==> config.mk <==
export PLATFORM = sky130hd
export DESIGN_NAME = param_eeprom_ctrl
export DESIGN_NICKNAME = d
export VERILOG_FILES = /design/src/rtl/param_eeprom_ctrl.sv
export SDC_FILE = /design/constraint.sdc
export NUM_CORES = 1
export LEC_CHECK = 0
export ABC_AREA = 0
export ABC_CLOCK_PERIOD_IN_PS = 3500
export CORE_MARGIN = 2
export CORE_UTILIZATION = 50
export DETAILED_ROUTE_END_ITERATION = 6
export PLACE_DENSITY_LB_ADDON = 0.1
export SLEW_MARGIN = 20
export SYNTH_ARGS = -nofsm -noshare
export SYNTH_HDL_FRONTEND = slang
export SYNTH_SLANG_ARGS = --single-unit
==> constraint.sdc <==
create_clock -name sclk -period 3.5 [get_ports sclk]
set_input_delay 1.05 -clock sclk [delete_from_list [all_inputs] [get_ports sclk]]
set_output_delay 1.05 -clock sclk [all_outputs]
set_load 0.03 [all_outputs]
==> src/rtl/param_eeprom_ctrl.sv <==
// Parameter editor with EEPROM persistence: boots by reading three bytes,
// lets the user edit them with keys, and writes a snapshot back on save.
module param_eeprom_ctrl #(
    parameter int MAX_VAL    = 99,
    parameter int DEF_VAL    = 0,
    parameter int BOOT_DELAY = 5_000_000,
    parameter int TIMEOUT    = 50_000_000
) (
    input  logic        sclk,
    input  logic        nrst,
    input  logic        key_sel,
    input  logic        key_inc,
    input  logic        key_dec,
    input  logic        key_save,
    input  logic [23:0] read_3bytes,
    input  logic        write_3bytes_done,
    input  logic        read_3bytes_done,
    output logic [23:0] write_3bytes,
    output logic        write_3bytes_trig,
    output logic        read_3bytes_trig,
    output logic [7:0]  param0,
    output logic [7:0]  param1,
    output logic [7:0]  param2,
    output logic [1:0]  sel_idx,
    output logic        busy,
    output logic        err
);

    typedef enum logic [2:0] {
        BOOT_WAIT,
        RD_REQ,
        RD_WAIT,
        IDLE,
        WR_REQ,
        WR_WAIT
    } state_t;

    // One shared counter serves both the boot delay and the transfer timeout.
    localparam int               CNT_MAX   = (BOOT_DELAY > TIMEOUT) ? BOOT_DELAY : TIMEOUT;
    localparam int               CNT_W     = $clog2(CNT_MAX + 1);
    localparam logic [CNT_W-1:0] BOOT_LAST = CNT_W'(BOOT_DELAY - 1);
    localparam logic [CNT_W-1:0] TO_LAST   = CNT_W'(TIMEOUT - 1);
    localparam logic [CNT_W-1:0] CNT_ONE   = CNT_W'(1);
    localparam logic [7:0]       MAX_B     = 8'(MAX_VAL);
    localparam logic [7:0]       DEF_B     = 8'(DEF_VAL);

    state_t           state_q, state_d;
    logic [CNT_W-1:0] cnt_q, cnt_d;
    logic [7:0]       param_q [3];
    logic [7:0]       param_d [3];
    logic [1:0]       sel_idx_q, sel_idx_d;
    logic [23:0]      write_3bytes_q, write_3bytes_d;
    logic             write_trig_q, write_trig_d;
    logic             read_trig_q, read_trig_d;
    logic             busy_q, busy_d;
    logic             err_q, err_d;

    function automatic logic [7:0] sanitize(input logic [7:0] b);
        return (b > MAX_B) ? DEF_B : b;
    endfunction

    always_comb begin
        // NOTE: every signal gets a default here so no path leaves one unassigned (no latches).
        state_d        = state_q;
        cnt_d          = cnt_q;
        param_d        = param_q;
        sel_idx_d      = sel_idx_q;
        write_3bytes_d = write_3bytes_q;
        err_d          = err_q;

        case (state_q)
            BOOT_WAIT: begin
                if (cnt_q == BOOT_LAST) begin
                    cnt_d   = '0;
                    state_d = RD_REQ;
                end else begin
                    cnt_d = cnt_q + CNT_ONE;
                end
            end
            RD_REQ: begin
                cnt_d   = '0;
                state_d = RD_WAIT;
            end
            RD_WAIT: begin
                // A done pulse on the final timeout cycle still counts as success.
                if (read_3bytes_done) begin
                    param_d[0] = sanitize(read_3bytes[23:16]);
                    param_d[1] = sanitize(read_3bytes[15:8]);
                    param_d[2] = sanitize(read_3bytes[7:0]);
                    state_d    = IDLE;
                end else if (cnt_q == TO_LAST) begin
                    err_d   = 1'b1;
                    param_d = '{DEF_B, DEF_B, DEF_B};
                    state_d = IDLE;
                end else begin
                    cnt_d = cnt_q + CNT_ONE;
                end
            end
            IDLE: begin
                if (key_save) begin
                    write_3bytes_d = {param_q[0], param_q[1], param_q[2]};
                    state_d        = WR_REQ;
                end else if (key_sel) begin
                    sel_idx_d = (sel_idx_q == 2'd2) ? 2'd0 : sel_idx_q + 2'd1;
                end else if (key_inc || key_dec) begin
                    for (int i = 0; i < 3; i++) begin
                        if (sel_idx_q == 2'(i)) begin
                            if (key_inc)
                                param_d[i] = (param_q[i] == MAX_B) ? 8'd0 : param_q[i] + 8'd1;
                            else
                                param_d[i] = (param_q[i] == 8'd0) ? MAX_B : param_q[i] - 8'd1;
                        end
                    end
                end
            end
            WR_REQ: begin
                cnt_d   = '0;
                state_d = WR_WAIT;
            end
            WR_WAIT: begin
                if (write_3bytes_done) begin
                    state_d = IDLE;
                end else if (cnt_q == TO_LAST) begin
                    err_d   = 1'b1;
                    state_d = IDLE;
                end else begin
                    cnt_d = cnt_q + CNT_ONE;
                end
            end
            default: state_d = BOOT_WAIT;
        endcase

        // Request states last exactly one cycle, so the trigger is a single pulse.
        read_trig_d  = (state_d == RD_REQ);
        write_trig_d = (state_d == WR_REQ);
        busy_d       = (state_d != IDLE);
    end

    always_ff @(posedge sclk) begin
        // NOTE: sequential state uses non-blocking assignments only.
        if (!nrst) begin
            state_q        <= BOOT_WAIT;
            cnt_q          <= '0;
            param_q        <= '{DEF_B, DEF_B, DEF_B};
            sel_idx_q      <= 2'd0;
            write_3bytes_q <= 24'd0;
            write_trig_q   <= 1'b0;
            read_trig_q    <= 1'b0;
            busy_q         <= 1'b1;
            err_q          <= 1'b0;
        end else begin
            state_q        <= state_d;
            cnt_q          <= cnt_d;
            param_q        <= param_d;
            sel_idx_q      <= sel_idx_d;
            write_3bytes_q <= write_3bytes_d;
            write_trig_q   <= write_trig_d;
            read_trig_q    <= read_trig_d;
            busy_q         <= busy_d;
            err_q          <= err_d;
        end
    end

    assign write_3bytes      = write_3bytes_q;
    assign write_3bytes_trig = write_trig_q;
    assign read_3bytes_trig  = read_trig_q;
    assign param0            = param_q[0];
    assign param1            = param_q[1];
    assign param2            = param_q[2];
    assign sel_idx           = sel_idx_q;
    assign busy              = busy_q;
    assign err               = err_q;

endmodule

# Yosys cells after proc, flatten, opt, wreduce, memory -nomap -nowiden
# Index checks and enable logic that the tools add are counted.
[totals]
reg_bits = 83
input_bits = 32
output_inout_bits = 54
elab_cells = 101
[op_classes]
add_sub_neg = 8
n_lt_le_gt_ge = 3
n_eq_ne = 24
muxes = 37
bitwise_logic = 1
reduce_logical = 17
[op_table]
columns = ["op", "count"]
rows = [
  ["2-to-1 mux 24 bit", 5],
  ["2-to-1 mux 8 bit", 15],
  ["2-to-1 mux 26 bit", 4],
  ["case mux 26 bit (4 select lines)", 1],
  ["case mux 24 bit (2 select lines)", 1],
  ["adder 26 x 1 -> 26 bit (second input constant)", 1],
  ["== test 26 x 23 -> 1 bit (second input constant)", 1],
  ["== test 26 bit (second input constant)", 1],
  ["adder 8 x 1 -> 8 bit (second input constant)", 3],
  ["== test 8 x 7 -> 1 bit (second input constant)", 3],
  ["greater-than comparator 8 x 7 -> 1 bit (second input constant)", 3],
  ["zero test 8 bit", 3],
  ["subtractor 8 x 1 -> 8 bit (second input constant)", 3],
  ["case mux 3 bit (6 select lines)", 1],
  ["AND reduction 6 bit", 3],
  ["inequality test 2 bit (second input constant)", 8],
  ["2-to-1 mux 3 bit", 5],
  ["== test 3 bit (second input constant)", 3],
  ["AND reduction 3 bit", 3],
  ["== test 3 x 1 -> 1 bit (second input constant)", 2],
  ["== test 3 x 2 -> 1 bit (second input constant)", 2],
  ["nonzero test 2 bit", 2],
  ["nonzero test 4 bit", 1],
  ["zero test 3 bit", 1],
  ["13 further kinds", 15],
]

# Longest topological paths before layout
[depth]
depth_word = 8
depth_mapped = 9
ltp_nobuf = 8

# Worst setup path before layout
# Ideal clock, no wire load.
[synth_timing]
kind = "input-to-reg"
startpoint = "input port key_inc"
endpoint = "register param_q, in the netlist param0[0]"
setup_time_ns = 0.118
t_arrival_ns = 2.374
required_ns = 3.382
path_slack_ns = 1.008
cell_stages = 8
n_path_buf = 3
cell_sequence = "clkbuf_1 clkbuf_1 clkbuf_1 a31oi_1 a21oi_1 nor2_1 a21oi_1 a21oi_2"
[synth_between]
elab_chain_len = 6
elab_cells_between_ends = 9
cone_classes = "eq/ne: 1; mux: 6; reduce/logical: 2"
[synth_rtl]
columns = ["element", "line", "text"]
rows = [
  ["from (decl)", "12", "input logic key_inc,"],
  ["2-to-1 mux 8 bit", "108", "if (key_inc)"],
  ["2-to-1 mux 8 bit", "107", "if (sel_idx_q == 2'(i)) begin"],
  ["2-to-1 mux 24 bit", "105", "end else if (key_inc || key_dec) begin"],
  ["2-to-1 mux 24 bit", "103", "end else if (key_sel) begin"],
  ["2-to-1 mux 24 bit", "100", "if (key_save) begin"],
  ["case mux 24 bit (2 select lines)", "71", "case (state_q)"],
  ["to (signal assigned)", "144", "param_q <= '{DEF_B, DEF_B, DEF_B};"],
  ["to (signal assigned)", "154", "param_q <= param_d;"],
  ["to (decl)", "49", "logic [7:0] param_q [3];"],
]
# Parallel ways exist; a longest one is shown, timed or not. The select of a mux whose other input is x is not followed.
# A chain may end at the register's enable or synchronous reset.

# Worst setup path after layout
[layout_timing]
startpoint = "input port key_save"
endpoint = "register param_q, in the netlist param0[6]"
[layout_between]
elab_chain_len = 2
[layout_rtl]
columns = ["element", "line", "text"]
rows = [
  ["from (decl)", "14", "input logic key_save,"],
  ["inequality test 2 bit (no line)", "n/a", ""],
  ["AND reduction 6 bit (no line)", "n/a", ""],
]
# Every way passes these cells.

==> key figures <==
Timing
  – Unrepaired setup endpoints after global routing: no
  – Setup TNS: 0 ns
  – Fmax: 356 MHz
  – Setup Skew: about 0.012 ns
  – Max-slew headroom: about half
  – Worst Max-Slew Pin Slew: 0.763 ns
  – Final Cycle Share: 80.3%
  – Final setup fails: 0
  – Fin crit period: 2.81 ns
  – Max Slew Vio Count: 0
  – Hold Fails Final Rpt: 0

Run status
  – Outcome: finished clean

Worst setup path
  – Cell breakdown of the critical path: clkdlybuf4s50_1, nor3b_1, o21ai_0, o41ai_1, a31o_4, o21ai_1, a221oi_2
  – R2r startpoint: cnt_q[0]
  – Crit Reg-Reg Endpoint: cnt_q[16]
  – Reg2Reg Depth: 7
  – Crit-path max cell delay: 0.48 ns
  – Crit path DAT: 3.09 ns
  – CP endpoint kind: flip-flop
  – CP required: 3.78 ns
  – Largest fanout on the critical path: 16
  – Setup crit start kind: input port
  – Critical path class: in -> reg
  – R2R setup slack: 1.08 ns
  – CP max stage cell: clkdlybuf4s50_1

Clocking
  – Setup Buffers After CTS: 0
  – TritonCTS clock tree: built
  – CTS Buf Count: 9
  – H-tree levels: 3
  – Clk sinks: 83
  – Resize count post-CTS: 0
  – Skew-Pair Late Insertion Delay: 0.36 ns
  – CTS Hold Buffers Added: 0
  – Root Driver: clkbuf_8
  – CTS max path bufs: 2
  – Clk pin slew, worst setup/hold paths: approximately 0.09 ns

Detailed routing
  – DRT Pass-1 Iters: 5
  – Detailed-route via count: just over 5,000
  – DR top layer: met4
  – M1 WL: ~6 mm
  – Routed WL: 13.6 mm
  – Vias/cell: 5.95
  – ANT nets after route: 0
  – Avg WL per Cell: 16.0 um
  – Initial drt markers: 235
  – Drt drc: 0
  – Met3 WL: 857 um
  – Met2 WL: 6.56 mm

Layout
  – Layout cell share with drive strength beyond 1: 6.14%
  – Finished Layout Cells: 850
  – Layout net count: approximately 750
  – Filler cell count: 913
  – Final core utilization: between 60% and 70%
  – Area of the multi-input gates: 3010 um^2
  – Sequential cell area: 1660 um^2
  – Ant. Diodes: 0
  – Design Area, Final: 6020 um^2
  – Synth-to-layout area growth: 22.0%

Floorplanning
  – Die span in y: 103 um
  – Initial Util: 51.0%
  – Num ports: 86
  – Core ar.: roughly 9700 um^2
  – Die width: 103 um
  – Num rows: 36
  – DIE AREA: 10,700 um^2

Power
  – Cell leakage power: 2.00 nW
  – Psw: 0.446 mW
  – Gate power share: about 6.5%
  – Pwr/cell area: 287 nW/um^2
  – Total power: around 1.7 mW
  – Net Sw Frac: 25.8%
  – Max VDD drop: about 0.00023 V
  – Sequential power share: 54.9%
  – Pint: 1.28 mW
  – Clock share of power: 38.6%

Worst hold path
  – Hold Path Class: reg -> reg
  – WHS Path Cells: 2
  – Worst hold endpoint: write_3bytes[18]
  – Hold Path Origin: write_3bytes[18]

Placement
  – Port Buffers: 85
  – DP HPWL: 9.76 mm
  – Global placement routability congestion: between 0.9 and 1
  – DP Area: 5830 um^2
  – Placed cells: 834

Global route
  – Total track usage: between 20% and 30%
  – Largest net degree at the start of global routing: 30
  – Overflow after GRT: 0
  – Vias in the first global route: 4,609
  – First-pass GRT wire length: 22.2 mm
  – Initial antenna violation count: 0

Yosys
  – Post-Synthesis Cells: 651
  – FFs w/ async S/R, synth: 0%
  – Dominant cell type by area after synthesis: dfxtp_1
  – Most frequent cell after synthesis: nand2_1
  – #FFs+latches synth: just over 80
  – Post-Syn Area per Cell: between 7 and 8 um^2
  – Main synth FF type: dfxtp_1
  – Yosys warning count: 0
  – Syn Nets: 691
  – Area contributors post-synth: dfxtp_1 34%, nand2_1 6.9%, a21oi_1 6.0%, xnor2_1 4.4%, o21ai_0 4.1%
  – Post-synth cell types: 72
  – Synthesized area: 4930 um^2
  – Seq/Total Area, Yosys: about a third
  – Count of flip-flops with a built-in enable after synthesis: 0
  – Synth top area share: 33.7%
  – Synth top cells by count: 91 x nand2_1, 83 x dfxtp_1, 59 x a21oi_1, 53 x nor2_1, 40 x o21ai_0

Run
  – Total of max-cap violations: 0
## power groups by stage
stage                     sequential (mW)  combinational (mW)  clock [mW]
after detailed placement            0.972               0.110           0
after CTS                           0.950               0.111       0.688
after floorplan                     0.971              0.0520           0
final                               0.950               0.112       0.668
after global placement              0.972               0.110           0
after global routing                0.951               0.122       0.715
## worst max-delay path by stage
stage | startpoint | end | slack [ns]
6_report | key_save | param0[6] | 0.69
5_1_grt | key_save | param1[0] | 0.44
4_1_cts | key_save | param0[6] | 0.68
3_5_place_dp | key_save | param0[6] | 0.34
3_3_place_gp | key_save | param0[6] | 0.40
2_1_floorplan | key_inc | param0[0] | 1.01
## metal layers
metal	track usage, %	vias to the layer above
met5	0	-
met4	8.00	0
met3	5.98	18
met2	42.4	172
met1	34.0	2389
li1	-	2480
## cells by family after synthesis
family,synth area share [%]
muxes,0.406
adders and majority gates,2.03
and+or+nand+nor,27.8
xor gates and xnor gates,6.21
AOI/OAI and AO/OA,24.5
buffers and inverters,5.38
DFF,33.7
## flip-flops by register name (all words and copies together) (netlist names)
signal,flops
busy,1
cnt_q,26
err,1
param0,8
param1,8
param2,8
read_3bytes_trig,1
sel_idx,2
state_q,3
write_3bytes,24
write_3bytes_trig,1
## area by class of cell
cell class	instances	share of cell area, %
Clock buffer	10	2.29
Inverter	17	1.06
Clock inverter	6	0.790
Multi-Input combinational cell	505	50.0
Timing Repair Buffer	96	15.5
Tap cell	133	2.77
Sequential cell	83	27.6
## worst max-delay path: cells and delay by family
family / cells / cell delay (ns)
AOI/OAI and AO/OA: 5 / 1.19
buffers and inverters: 1 / 0.48
and+or+nand+nor: 1 / 0.36
## through the flow
step	setup slack (ns)	hold slack, ns
2_1_floorplan	1.01	0.472
3_3_place_gp	0.398	0.441
3_5_place_dp	0.341	0.448
4_1_cts	0.681	0.461
5_1_grt	0.439	0.480
6_report	0.689	0.458
## cell usage in the layout (no fill, tap or decap), drive strengths merged, types with 10 or more instances in the layout
cell	Yosys	final
nand4	10	10
nor2	53	53
inv	16	18
nand3	26	26
dfxtp	83	83
nor3	13	13
o21ai	45	45
clkbuf	34	10
a21oi	60	60
and3	19	19
xnor2	25	25
buf	12	11
nor4	11	11
nand2	91	91
xor2	10	10
a31oi	21	21
clkdlybuf4s50	0	85
No activity file was read; power rests on OpenSTA's default activity.
